$ cat src/rtl/maxhpc_fifo_wpack.sv
// Write-side packer: gathers RATIO narrow beats into one tagged FIFO word
// and throttles the source from the FIFO's write-side occupancy.
module maxhpc_fifo_wpack #(
    parameter int IN_WD        = 8,
    parameter int RATIO        = 4,
    parameter int CNT_WD       = $clog2(RATIO),
    parameter int DEPTH_WD     = 4,
    parameter int AFULL_MARGIN = 0,
    parameter int OUT_WD       = IN_WD*RATIO+CNT_WD+1
) (
    input  logic                wclk,
    input  logic                wclr,
    input  logic                i_valid,
    input  logic [IN_WD-1:0]    i_data,
    input  logic                i_last,
    output logic                i_ready,
    input  logic                i_flush,
    input  logic                f_wfull,
    input  logic [DEPTH_WD-1:0] f_wusedw,
    output logic                o_wr,
    output logic [OUT_WD-1:0]   o_d,
    output logic                o_stall,
    output logic [15:0]         o_wcnt
);

    localparam int DATA_WD = IN_WD*RATIO;
    localparam int FREE_WD = DEPTH_WD+2;

    typedef enum logic {FILL, HOLD} state_t;

    state_t              state, state_nxt;
    logic [CNT_WD-1:0]   lane, lane_nxt;
    logic [DATA_WD-1:0]  acc, acc_nxt, word_data;
    logic [OUT_WD-1:0]   held, held_nxt, word, d_nxt;
    logic                wr_nxt;
    logic [FREE_WD-1:0]  occ, free;
    logic                space, take, done, word_last;
    logic [CNT_WD-1:0]   word_cnt;

    // The in-flight write is not yet visible in wusedw, so reserve it here.
    assign occ   = FREE_WD'({f_wfull, f_wusedw});
    assign free  = FREE_WD'(1 << DEPTH_WD) - occ - FREE_WD'(o_wr);
    assign space = free > FREE_WD'(AFULL_MARGIN);

    assign i_ready = (state == FILL) && !wclr;
    assign o_stall = (state == HOLD);
    assign take    = i_valid && i_ready;

    always_comb begin
        word_data = acc;
        if (take) word_data[lane*IN_WD +: IN_WD] = i_data;
    end

    assign word_last = take && i_last;
    assign word_cnt  = take ? lane : lane - CNT_WD'(1);
    assign word      = {word_last, word_cnt, word_data};

    // A flush with a beat applies after that beat; alone it needs a partial word.
    always_comb begin
        done = 1'b0;
        if (state == FILL) begin
            if (take)
                done = (lane == CNT_WD'(RATIO-1)) || i_last || i_flush;
            else
                done = i_flush && (lane != '0);
        end
    end

    always_comb begin
        state_nxt = state;
        lane_nxt  = lane;
        acc_nxt   = acc;
        held_nxt  = held;
        wr_nxt    = 1'b0;
        d_nxt     = o_d;
        unique case (state)
            FILL: begin
                if (done) begin
                    lane_nxt = '0;
                    acc_nxt  = '0;
                    if (space) begin
                        wr_nxt = 1'b1;
                        d_nxt  = word;
                    end else begin
                        held_nxt  = word;
                        state_nxt = HOLD;
                    end
                end else if (take) begin
                    lane_nxt = lane + CNT_WD'(1);
                    acc_nxt  = word_data;
                end
            end
            HOLD: begin
                if (space) begin
                    wr_nxt    = 1'b1;
                    d_nxt     = held;
                    lane_nxt  = '0;
                    state_nxt = FILL;
                end
            end
        endcase
    end

    always_ff @(posedge wclk or posedge wclr) begin
        if (wclr) begin
            state  <= FILL;
            lane   <= '0;
            acc    <= '0;
            held   <= '0;
            o_wr   <= 1'b0;
            o_d    <= '0;
            o_wcnt <= '0;
        end else begin
            state  <= state_nxt;
            lane   <= lane_nxt;
            acc    <= acc_nxt;
            held   <= held_nxt;
            o_wr   <= wr_nxt;
            o_d    <= d_nxt;
            o_wcnt <= o_wcnt + 16'(o_wr);
        end
    end

endmodule

$ cat config.mk
export PLATFORM = sky130hd
export DESIGN_NAME = maxhpc_fifo_wpack
export DESIGN_NICKNAME = d
export VERILOG_FILES = /design/src/rtl/maxhpc_fifo_wpack.sv
export SDC_FILE = /design/constraint.sdc
export NUM_CORES = 1
export LEC_CHECK = 0
export BUFFER_PORTS_ARGS = -buffer_cell sky130_fd_sc_hd__buf_2
export CAP_MARGIN = 20
export CORE_UTILIZATION = 50
export DETAILED_ROUTE_END_ITERATION = 7
export GPL_ROUTABILITY_DRIVEN = 0
export HOLD_SLACK_MARGIN = 0.02
export PLACE_DENSITY = 0.76
export SYNTH_ARGS = -nofsm -noshare
export SYNTH_HDL_FRONTEND = slang
export SYNTH_SLANG_ARGS = --single-unit
export TNS_END_PERCENT = 1
$ cat constraint.sdc
create_clock -name wclk -period 3.6 [get_ports wclk]
set_input_delay 0.54 -clock wclk [delete_from_list [all_inputs] [get_ports wclk]]
set_output_delay 0.54 -clock wclk [all_outputs]
set_load 0.005 [all_outputs]
==> summary.txt, run 1 <==
FINAL LAYOUT
---------------------------------------------------------------------------------
Post-layout utilization of the core                                         61.6%
Filler-free cell count of the finished design                                 781
Final antenna diode count                                                       0
Layout area overhead                                                        17.7%
Post-layout nets                                                              663
Fraction of final layout cells with drive strength greater than 1           23.2%
Number of fill cells                                                          900

SYNTHESIS
---------------------------------------------------------------------------------
Mean area per synthesized cell                                           10.2 um2
Post-synthesis register bit count                                             122
Cell area after technology mapping                                       5800 um2
Number of enable-type register cells in the synthesized netlist                 0
Cell count after synthesis                                                    567
Number of nets produced by synthesis                                          600
Synth warn                                                                      0
Async set-reset flop share out of synthesis                                  100%
Post-synth cell types                                                          39
Share of synthesized area occupied by flip-flops and latches                52.7%
Primary flip-flop cell chosen by synthesis mapping                   sky130_fd_sc_hd__dfrtp_1

JOB
---------------------------------------------------------------------------------
Max-capacitance violation count                                                 0

TIMING
---------------------------------------------------------------------------------
Timing-limited maximum frequency                                        0.385 GHz
Period utilization                                                          72.2%
Rel. slew slack                                                             36.1%
Largest clock skew in the final design                                 0.00704 ns
Number of endpoints failing setup at the final stage                            0
Time the worst path needs with I/O delays and setup                       2.60 ns
Count of endpoints failing hold in the final timing report                      0
Minimum hold slack                                                       0.369 ns
Pin slew with the least headroom to its limit                            0.956 ns
Number of slew-limit violations in the final report                             0
Unrepaired setup endpoints after global routing                             false
Final setup TNS                                                              0 ns

SETUP PATH
---------------------------------------------------------------------------------
Critical path type                                                        reg2reg
Critical path arrival                                                     2.90 ns
Critical Path Fanout Max                                                       36
Worst Setup Start Kind                                                       flop
CP required                                                               3.90 ns
Type of destination of the critical path                                     flop

ROUTE
---------------------------------------------------------------------------------
Routed vias                                                                  4271
Number of remaining DRC errors                                                  0
WL/cell                                                                   15.5 um
1st-iter DRT viols                                                            337
Post-route ant nets                                                             0
Routed wire length                                                       12100 um
Per-cell via count in the routed design                                      5.47
Drt first pass iters                                                            5

PLACEMENT
---------------------------------------------------------------------------------
Number of placed instances with taps included                                 751
Number of input and output port buffers inserted                               71
Half-perimeter wire length of the detailed placement result               8080 um

GRT
---------------------------------------------------------------------------------
Wire length of the first global-routing pass                             20300 um
Maximum number of pins on one net before global-route repair                   70
Via count of the first global-routing pass                                   4156
GRT Total Usage                                                             22.5%
GRT overflow                                                                    0
Number of antenna violations at the first check in global routing               0

HOLD PATH
---------------------------------------------------------------------------------
Path category of the worst min-delay check                               in2async

CTS
---------------------------------------------------------------------------------
Clock transition at path regs                                             0.05 ns
Maximum clock insertion buffer count                                            2
# clock sinks                                                                 122
Clock tree from TritonCTS                                                     yes
TritonCTS buffer count                                                         17
Count of hold buffers inserted by post-cts repair                               0
Setup repair bufs after CTS                                                     0
Number of levels the H-tree was split into                                      4
Clock latency of the later-clocked register in the worst-skew pair        0.42 ns
# resized after CTS                                                             0
Clk Tree Root Cell                                                   sky130_fd_sc_hd__clkbuf_16

DIE
---------------------------------------------------------------------------------
Num ports                                                                      72
Core Area                                                               11100 um2
Full die area                                                           12000 um2
Vert. Die Dim                                                              110 um
Die X                                                                      110 um
Initial core utilization                                                    52.3%
Std cell rows                                                                  38

PWR
---------------------------------------------------------------------------------
Leakage dissipation                                                       3.33 nW
Cell Pwr Density                                                       618 nW/um2
VDD IR max                                                             0.000408 V

OUTCOME
---------------------------------------------------------------------------------
Outcome                                                              complete, no violations

==> per-layer routing <==
layer | vias to the layer above | part of all wire [%] | global-route usage (%) | wire (um)
li1 | 2034 | - | - | -
met1 | 2087 | 46 | 29.3 | 5550
met2 | 130 | 47 | 35.4 | 5650
met3 | 20 | 5.4 | 5.87 | 654
met4 | 0 | 1.8 | 10.0 | 218
met5 | - | 0 | 0 | 0
==> path summary, 6_finish.rpt <==
check | start | to | slack (ns) | cells after the start
min | wclr | o_d[34] | 0.37 | 2
min reg2reg | o_wcnt[15] | o_wcnt[15] | 0.46 | 1
max reg2reg | o_wr | o_d[11] | 1.00 | 11
max in group asynchronous | wclr | o_stall | 2.29 | 3
max | o_wr | o_d[11] | 1.00 | 11
min in group wclk | i_last | held[34] | 0.45 | 3
==> synth_stat cells, types with 6 or more instances <==
cell	count	area, um2
sky130_fd_sc_hd__dfrtp_1	122	3050
sky130_fd_sc_hd__nand2_1	74	278
sky130_fd_sc_hd__o21ai_0	68	340
sky130_fd_sc_hd__nor2_1	65	244
sky130_fd_sc_hd__a21oi_1	43	215
sky130_fd_sc_hd__mux2_4	29	435
sky130_fd_sc_hd__mux2i_1	25	250
sky130_fd_sc_hd__inv_1	21	78.8
sky130_fd_sc_hd__clkbuf_1	20	75.1
sky130_fd_sc_hd__ha_1	15	188
sky130_fd_sc_hd__nor3_1	10	50.1
sky130_fd_sc_hd__xnor2_1	10	87.6
sky130_fd_sc_hd__nand3_1	8	40.0
sky130_fd_sc_hd__buf_2	7	35.0
sky130_fd_sc_hd__xor2_1	7	61.3
sky130_fd_sc_hd__mux2_2	6	67.6
==> layout by cell type (no fill, tap or decap), drive strengths merged, types with 4 or more instances in the layout <==
cell	n
nor3	11
nand2	74
o21ai	69
or3b	4
nand3	8
buf	77
xnor2	10
mux2i	25
inv	20
xor2	7
mux2	35
ha	15
a21oi	43
clkinv	6
nor2	66
dfrtp	122
clkbuf	21
==> worst max-delay path, cell delays in order (launching register included) <==
cell	delay, ns
sky130_fd_sc_hd__dfrtp_1	0.40
sky130_fd_sc_hd__inv_1	0.07
sky130_fd_sc_hd__ha_1	0.18
sky130_fd_sc_hd__ha_1	0.21
sky130_fd_sc_hd__inv_1	0.08
sky130_fd_sc_hd__ha_1	0.19
sky130_fd_sc_hd__o21bai_1	0.09
sky130_fd_sc_hd__a21oi_1	0.33
sky130_fd_sc_hd__nor3_2	0.13
sky130_fd_sc_hd__nor2_4	0.14
sky130_fd_sc_hd__buf_12	0.27
sky130_fd_sc_hd__mux2_2	0.37
==> power breakdown <==
| group | switching [mW] | total, mW | internal, mW | leakage (nW) |
|---|---|---|---|---|
| Sequential | 0.148 | 1.73 | 1.59 | 1.65 |
| Clock | 0.577 | 1.67 | 1.09 | 0.286 |
| Combinational | 0.464 | 0.815 | 0.352 | 1.40 |
==> registers in the layout (all words and copies together) (netlist names) <==
name     cells
held        35
acc         32
o_d         35
o_stall      1
lane         2
o_wr         1
o_wcnt      16
==> per-stage QoR <==
| step | setup WS (ns) | cell area, um2 | power, mW |
|---|---|---|---|
| 6_report | 1.00 | 6820 | 4.22 |
| 2_1_floorplan | 1.19 | 5800 | 2.34 |
| 4_1_cts | 0.967 | 6820 | 4.25 |
| 5_1_grt | 0.756 | 6820 | 4.45 |
| 3_5_place_dp | 0.854 | 6250 | 2.57 |
| 3_3_place_gp | 0.915 | 6250 | 2.52 |
==> logic make-up after synthesis <==
| group | count (synthesis) | share of synthesized area (%) |
|---|---|---|
| compound gates | 118 | 10.6 |
| buf+inv | 54 | 4.17 |
| simple gates | 181 | 13.8 |
| mux | 60 | 13.0 |
| fa+ha+maj | 15 | 3.24 |
| xor+xnor | 17 | 2.57 |
| flops | 122 | 52.7 |
==> layout make-up <==
cell class	count	area, um2	area share [%]
sequential	122	3050	44.8
multi-input combinational	391	2510	36.8
clock buffer	21	450	6.60
timing repair buffer	77	425	6.24
tap	140	175	2.57
clock inverter	9	124	1.82
inverter	21	82.6	1.21
(Power assumes the default switching activity.)
==> run 2: changes to the inputs <==
==> constraint.sdc (replaced) <==
create_clock -name wclk -period 2.2 [get_ports wclk]
set_input_delay 0.33 -clock wclk [delete_from_list [all_inputs] [get_ports wclk]]
set_output_delay 0.33 -clock wclk [all_outputs]
set_load 0.005 [all_outputs]
==> summary.txt, run 2 (synthesized netlist as in run 1, its figures left out) <==
OUTCOME
-------------------------------------------------------------------------------------
Outcome                                                                  finished, violations left
Violations in the final reports                                          negative setup slack

FINAL LAYOUT
-------------------------------------------------------------------------------------
Layout area overhead                                                            28.9%
Number of fill cells                                                              793   -12%
Post-layout nets                                                                  699   +5.4%
Fraction of final layout cells with drive strength greater than 1               32.0%   +8.8 points
Area of combinational cells with multiple inputs                             2670 um2   +6.3%
Register area                                                                3050 um2   unchanged
Top Registers                                                            held (35), o_d (35), acc (32)
Post-Layout Inst Area                                                        7470 um2   +9.5%
Commonest non-fill, non-tap cells in the layout                          sky130_fd_sc_hd__dfrtp_1 (121), sky130_fd_sc_hd__nand2_1 (74), sky130_fd_sc_hd__buf_2 (71)
Final antenna diode count                                                           0   unchanged
Most frequent standard cell in the layout excluding fill and tap cells   sky130_fd_sc_hd__dfrtp_1
Filler-free cell count of the finished design                                     818   +4.7%
Post-layout utilization of the core                                             67.4%   +5.9 points

CTS
-------------------------------------------------------------------------------------
TritonCTS buffer count                                                             17   unchanged
Clock transition at path regs                                                 0.05 ns   about the same
Clock latency of the later-clocked register in the worst-skew pair            0.41 ns   about the same
# clock sinks                                                                     122   unchanged
Clock tree from TritonCTS                                                         yes
Clk Tree Root Cell                                                       sky130_fd_sc_hd__clkbuf_16
Maximum clock insertion buffer count                                                2   unchanged
Count of hold buffers inserted by post-cts repair                                   0   unchanged
Number of levels the H-tree was split into                                          4   unchanged

TIMING
-------------------------------------------------------------------------------------
Worst-case setup margin in the final layout                                 -0.206 ns   -1.21 ns
Time the worst path needs with I/O delays and setup                           2.41 ns   -0.192 ns
Period utilization                                                               109%   +37 points
Final setup TNS                                                             -11.42 ns   -11.42 ns
Pin slew with the least headroom to its limit                                0.684 ns   -0.271 ns
Rel. slew slack                                                                 54.3%   +18 points
Count of endpoints failing hold in the final timing report                          0   unchanged
Timing-limited maximum frequency                                            0.416 GHz   +8.0%
Number of slew-limit violations in the final report                                 0   unchanged
Largest clock skew in the final design                                     0.00718 ns   +0.000137 ns
Unrepaired setup endpoints after global routing                                  true
Number of endpoints failing setup at the final stage                               70   +70

ROUTE
-------------------------------------------------------------------------------------
Routed wire length                                                           15600 um   +29%
WL/cell                                                                       19.1 um   +23%
1st-iter DRT viols                                                                415   +23%
Number of remaining DRC errors                                                      0   unchanged
Drt first pass iters                                                                5   unchanged
Wire length on met1                                                           6560 um   +18%
Post-route ant nets                                                                 0   unchanged
Routed vias                                                                      4698   +10%
Met3 wire len                                                                  979 um   +50%
WL met2                                                                       7640 um   +35%
Per-cell via count in the routed design                                          5.74   +5.0%
Highest metal layer used by the detailed router                                  met4

SETUP PATH
-------------------------------------------------------------------------------------
Register-to-register path setup slack                                        -0.21 ns   -1.21 ns
Type of destination of the critical path                                         flop
Critical path arrival                                                         2.69 ns   -0.21 ns
Worst Setup Start Kind                                                           flop
Critical Path Fanout Max                                                            6   -83%
CP required                                                                   2.49 ns   -1.41 ns
Critical path type                                                            reg2reg

PWR
-------------------------------------------------------------------------------------
Cell Pwr Density                                                           973 nW/um2   +57%
Post-route total power                                                        7.26 mW   +72%
VDD IR max                                                                 0.000555 V   +36%
Net switching power of the design                                             2.18 mW   +83%
Clk pwr share                                                                   36.6%   -3.0 points
Cell-internal power                                                           5.09 mW   +68%
Proportion of power drawn by combinational gates                                24.4%   +5.1 points
Leakage dissipation                                                           3.60 nW   +8.1%
Net Sw Frac                                                                     30.0%   +1.8 points
Share of power burned in registers                                              39.0%   -2.1 points

DIE
-------------------------------------------------------------------------------------
Full die area                                                               12000 um2   unchanged
Std cell rows                                                                      38   unchanged
Vert. Die Dim                                                                  110 um   unchanged
Core Area                                                                   11100 um2   unchanged
Initial core utilization                                                        52.3%   unchanged
Num ports                                                                          72   unchanged
Die X                                                                          110 um   unchanged

PLACEMENT
-------------------------------------------------------------------------------------
Half-perimeter wire length of the detailed placement result                   8360 um   +3.4%
Number of placed instances with taps included                                     771   +2.7%
Number of input and output port buffers inserted                                   71   unchanged
Post-DP Area                                                                 6460 um2   +3.4%

HOLD PATH
-------------------------------------------------------------------------------------
Path category of the worst min-delay check                                   in2async

GRT
-------------------------------------------------------------------------------------
Number of antenna violations at the first check in global routing                   0   unchanged
Maximum number of pins on one net before global-route repair                       48   -31%
Via count of the first global-routing pass                                       4591   +10%
GRT Total Usage                                                                 26.1%   +3.6 points
Wire length of the first global-routing pass                                 23300 um   +15%
GRT overflow                                                                        0   unchanged

JOB
-------------------------------------------------------------------------------------
Max-capacitance violation count                                                     0   unchanged

## run 2: cell count changes in the layout (fill, tap and decap cells not counted), moves of 4 or more
cell / delta
sky130_fd_sc_hd__buf_4: +16
sky130_fd_sc_hd__nor2_1: -11
sky130_fd_sc_hd__nor2_2: +11
sky130_fd_sc_hd__a21oi_1: -9
sky130_fd_sc_hd__a21oi_2: +9
sky130_fd_sc_hd__buf_12: +7
sky130_fd_sc_hd__buf_6: +6
sky130_fd_sc_hd__buf_16: +4
## run 2: layout make-up
class	instances	area share, %
Multi-Input combinational cell	391	35.7
Clock inverter	9	1.31
Timing Repair Buffer	113	12.4
Tap cell	140	2.35
Clock buffer	22	6.21
Sequential cell	122	40.9
Inverter	21	1.11
## run 2: per-stage QoR
step,setup slack (ns),hold WS (ns)
finish,-0.206,0.107
detailed placement,-0.209,0.453
floorplan,-0.0416,0.449
global route,-0.286,0.140
CTS,-0.174,0.109
global placement,-0.115,0.451
## run 2: layer usage
layer  track usage, %  up-vias
met5                0        -
met2             41.6      224
met4             11.5        0
met1             33.9     2331
met3             6.34       37
li1                 -     2106
## run 2: repair_timing
| action | 4_1_cts | 5_1_grt |
|---|---|---|
| buffers inserted | 9 | 0 |
| pin swaps | 4 | 11 |
| gates cloned | 5 | 3 |
| endpoints found under the setup margin | 70 | 78 |
| hold endpoints to repair | 0 | 0 |
| gates resized for setup | 14 | 38 |
## run 2: worst max-delay path: stages, from the launching register on
cell	delay (ns)
sky130_fd_sc_hd__dfrtp_1	0.38
sky130_fd_sc_hd__inv_2	0.09
sky130_fd_sc_hd__ha_4	0.14
sky130_fd_sc_hd__ha_4	0.13
sky130_fd_sc_hd__inv_2	0.04
sky130_fd_sc_hd__ha_4	0.17
sky130_fd_sc_hd__xnor2_2	0.19
sky130_fd_sc_hd__nand3_2	0.15
sky130_fd_sc_hd__buf_6	0.15
sky130_fd_sc_hd__nor3_4	0.23
sky130_fd_sc_hd__nor2_4	0.11
sky130_fd_sc_hd__clkbuf_16	0.19
sky130_fd_sc_hd__mux2_4	0.30
## run 2: path summary, 6_finish.rpt
kind,startpoint,endpoint,cells after the start
setup reg to reg,o_wr,o_d[34],12
hold reg to reg,o_wcnt[15],o_wcnt[15],1
min in group wclk,i_last,held[34],3
max in group asynchronous,wclr,o_stall,3
hold / removal,wclr,held[33],2
setup / recovery,o_wr,o_d[34],12
## run 2: power by group through the flow
stage / clock [mW] / sequential (mW) / combinational (mW)
after floorplan: 0 / 2.82 / 1.01
after global placement: 0 / 2.81 / 1.41
after detailed placement: 0 / 2.84 / 1.47
after CTS: 2.68 / 2.81 / 1.54
after global routing: 2.78 / 2.87 / 1.92
final: 2.66 / 2.83 / 1.78
==> run 3: changes to the inputs <==
==> constraint.sdc (replaced) <==
create_clock -name wclk -period 2.2 [get_ports wclk]
set_input_delay 0.22 -clock wclk [delete_from_list [all_inputs] [get_ports wclk]]
set_output_delay 0.22 -clock wclk [all_outputs]
set_load 0.005 [all_outputs]
==> summary.txt, run 3 (synthesized netlist as in run 1, its figures left out) <==
ROUTE
-------------------------------------------------------------------------------------
1st-iter DRT viols                                                                490   +18%
Post-route ant nets                                                                 0   unchanged
WL/cell                                                                       18.8 um   -1.6%
Routed vias                                                                      4637   -1.3%
Per-cell via count in the routed design                                          5.65   -1.7%
Number of remaining DRC errors                                                      0   unchanged
Drt first pass iters                                                                5   unchanged
Routed wire length                                                           15400 um   -1.3%

HOLD PATH
-------------------------------------------------------------------------------------
Path category of the worst min-delay check                                   in2async

DIE
-------------------------------------------------------------------------------------
Vert. Die Dim                                                                  110 um   unchanged
Num ports                                                                          72   unchanged
Initial core utilization                                                        52.3%   unchanged
Die X                                                                          110 um   unchanged
Full die area                                                               12000 um2   unchanged
Core Area                                                                   11100 um2   unchanged
Std cell rows                                                                      38   unchanged

TIMING
-------------------------------------------------------------------------------------
Count of endpoints failing hold in the final timing report                          0   unchanged
Rel. slew slack                                                                 57.6%   +3.3 points
Minimum hold slack                                                         0.00175 ns   -0.105 ns
Period utilization                                                               107%   -2.6 points
Number of endpoints failing setup at the final stage                               70   unchanged
Time the worst path needs with I/O delays and setup                           2.35 ns   -0.0578 ns
Unrepaired setup endpoints after global routing                                  true
Pin slew with the least headroom to its limit                                0.637 ns   -0.0475 ns
Final setup TNS                                                              -7.17 ns   +4.25 ns
Number of slew-limit violations in the final report                                 0   unchanged
Worst-case setup margin in the final layout                                 -0.148 ns   +0.0578 ns
Timing-limited maximum frequency                                            0.426 GHz   +2.5%
Largest clock skew in the final design                                     0.00754 ns   +0.000366 ns

PLACEMENT
-------------------------------------------------------------------------------------
Half-perimeter wire length of the detailed placement result                   8060 um   -3.5%
Worst-case setup slack after placement                                      -0.184 ns   +0.0247 ns
Number of input and output port buffers inserted                                   71   unchanged

FINAL LAYOUT
-------------------------------------------------------------------------------------
Area of combinational cells with multiple inputs                             2660 um2   -0.14%
Register area                                                                3050 um2   unchanged
Most frequent standard cell in the layout excluding fill and tap cells   sky130_fd_sc_hd__dfrtp_1
Number of fill cells                                                              771   -2.8%
Top Registers                                                            held (35), o_d (35), acc (32)
Post-layout utilization of the core                                             68.1%   +0.67 points
Fraction of final layout cells with drive strength greater than 1               31.7%   -0.29 points
Commonest non-fill, non-tap cells in the layout                          sky130_fd_sc_hd__dfrtp_1 (121), sky130_fd_sc_hd__nand2_1 (74), sky130_fd_sc_hd__buf_2 (71)
Final antenna diode count                                                           0   unchanged
Layout area overhead                                                            30.2%
Post-layout nets                                                                  702   +0.43%

PWR
-------------------------------------------------------------------------------------
Leakage dissipation                                                           3.64 nW   +1.0%
Cell Pwr Density                                                           981 nW/um2   +0.89%
VDD IR max                                                                 0.000563 V   +1.4%
Post-route total power                                                        7.40 mW   +1.9%

GRT
-------------------------------------------------------------------------------------
Wire length of the first global-routing pass                                 24000 um   +3.1%
GRT overflow                                                                        0   unchanged
GRT Total Usage                                                                 27.3%   +1.2 points
Number of antenna violations at the first check in global routing                   0   unchanged
Maximum number of pins on one net before global-route repair                       73   +52%
Via count of the first global-routing pass                                       4656   +1.4%

SETUP PATH
-------------------------------------------------------------------------------------
Critical Path Fanout Max                                                            4   -2
Critical path type                                                            reg2reg
Type of destination of the critical path                                         flop
Worst Setup Start Kind                                                           flop
CP required                                                                   2.53 ns   +0.04 ns
Critical path arrival                                                         2.68 ns   about the same

CTS
-------------------------------------------------------------------------------------
Clock tree from TritonCTS                                                         yes
Clk Tree Root Cell                                                       sky130_fd_sc_hd__clkbuf_16
Maximum clock insertion buffer count                                                2   unchanged
# clock sinks                                                                     122   unchanged
TritonCTS buffer count                                                             17   unchanged
Count of hold buffers inserted by post-cts repair                                   0   unchanged
Number of levels the H-tree was split into                                          4   unchanged
Clock latency of the later-clocked register in the worst-skew pair            0.41 ns   about the same
Clock transition at path regs                                                 0.05 ns   about the same

OUTCOME
-------------------------------------------------------------------------------------
Outcome                                                                  finished, violations left
Violations in the final reports                                          negative setup slack

JOB
-------------------------------------------------------------------------------------
Max-capacitance violation count                                                     0   unchanged

-- run 3: changes by cell type in the layout (fill, tap and decap cells not counted), sizes merged --
cell | before | now
clkinv | 6 | 3
bufinv | 2 | 4
buf | 111 | 115
-- run 3: critical path: stages (launching register included) --
cell and delay, ns:
sky130_fd_sc_hd__dfrtp_1 0.39, sky130_fd_sc_hd__inv_2 0.08, sky130_fd_sc_hd__ha_4 0.13, sky130_fd_sc_hd__ha_4 0.13, sky130_fd_sc_hd__inv_2 0.04, sky130_fd_sc_hd__ha_4 0.17, sky130_fd_sc_hd__o21bai_4 0.15, sky130_fd_sc_hd__a21oi_4 0.08
sky130_fd_sc_hd__buf_6 0.13, sky130_fd_sc_hd__nor4_4 0.29, sky130_fd_sc_hd__buf_6 0.15, sky130_fd_sc_hd__buf_12 0.11, sky130_fd_sc_hd__buf_12 0.13, sky130_fd_sc_hd__clkbuf_16 0.15, sky130_fd_sc_hd__nor2_1 0.04, sky130_fd_sc_hd__a21oi_1 0.10
-- run 3: repair_timing --
action / CTS / global route
resized for setup: 33 / 21
gates cloned: 8 / 1
pin swaps: 7 / 8
buffers inserted: 13 / 2
setup endpoints to repair: 70 / 72
-- run 3: layer usage --
layer	vias up	share of wire [%]	GRT usage, %	wire [um]
met5	-	0	0	0
met4	0	3.4	14.2	523
met3	41	5.9	5.45	908
met2	174	50	45.3	7650
met1	2308	41	33.7	6320
li1	2114	-	-	-
-- run 3: final cells by class --
class                      instances  share of cell area, %
sequential                       122                   40.5
multi-input combinational        391                   35.3
timing repair buffer             116                   12.7
clock buffer                      23                   6.20
tap                              140                   2.32
clock inverter                     8                   1.89
inverter                          21                   1.09
-- run 3: final timing paths --
path                                  from    endpoint  slack (ns)  cells after the start
max in group asynchronous             wclr     acc[15]        1.63                      3
worst max register to register        o_wr    held[28]       -0.15                     15
min in group wclk                   i_last    held[34]        0.11                      3
worst min-delay path                  wclr     held[2]       0.002                      3
worst min register to register  o_wcnt[15]  o_wcnt[15]        0.46                      1
worst max-delay path                  o_wr    held[28]       -0.15                     15
-- run 3: through the flow --
stage / instance area [um2] / instances
after floorplan: 5800 / 567
after global placement: 6390 / 768
after detailed placement: 6390 / 768
after CTS: 7420 / 818
after global routing: 7540 / 821
final: 7540 / 821
-- run 3: where the power goes --
part | switching, mW | internal [mW] | total, mW
Sequential | 0.235 | 2.59 | 2.83
Combinational | 0.926 | 0.744 | 1.67
Clock | 0.960 | 1.94 | 2.90
Total | 2.12 | 5.28 | 7.40
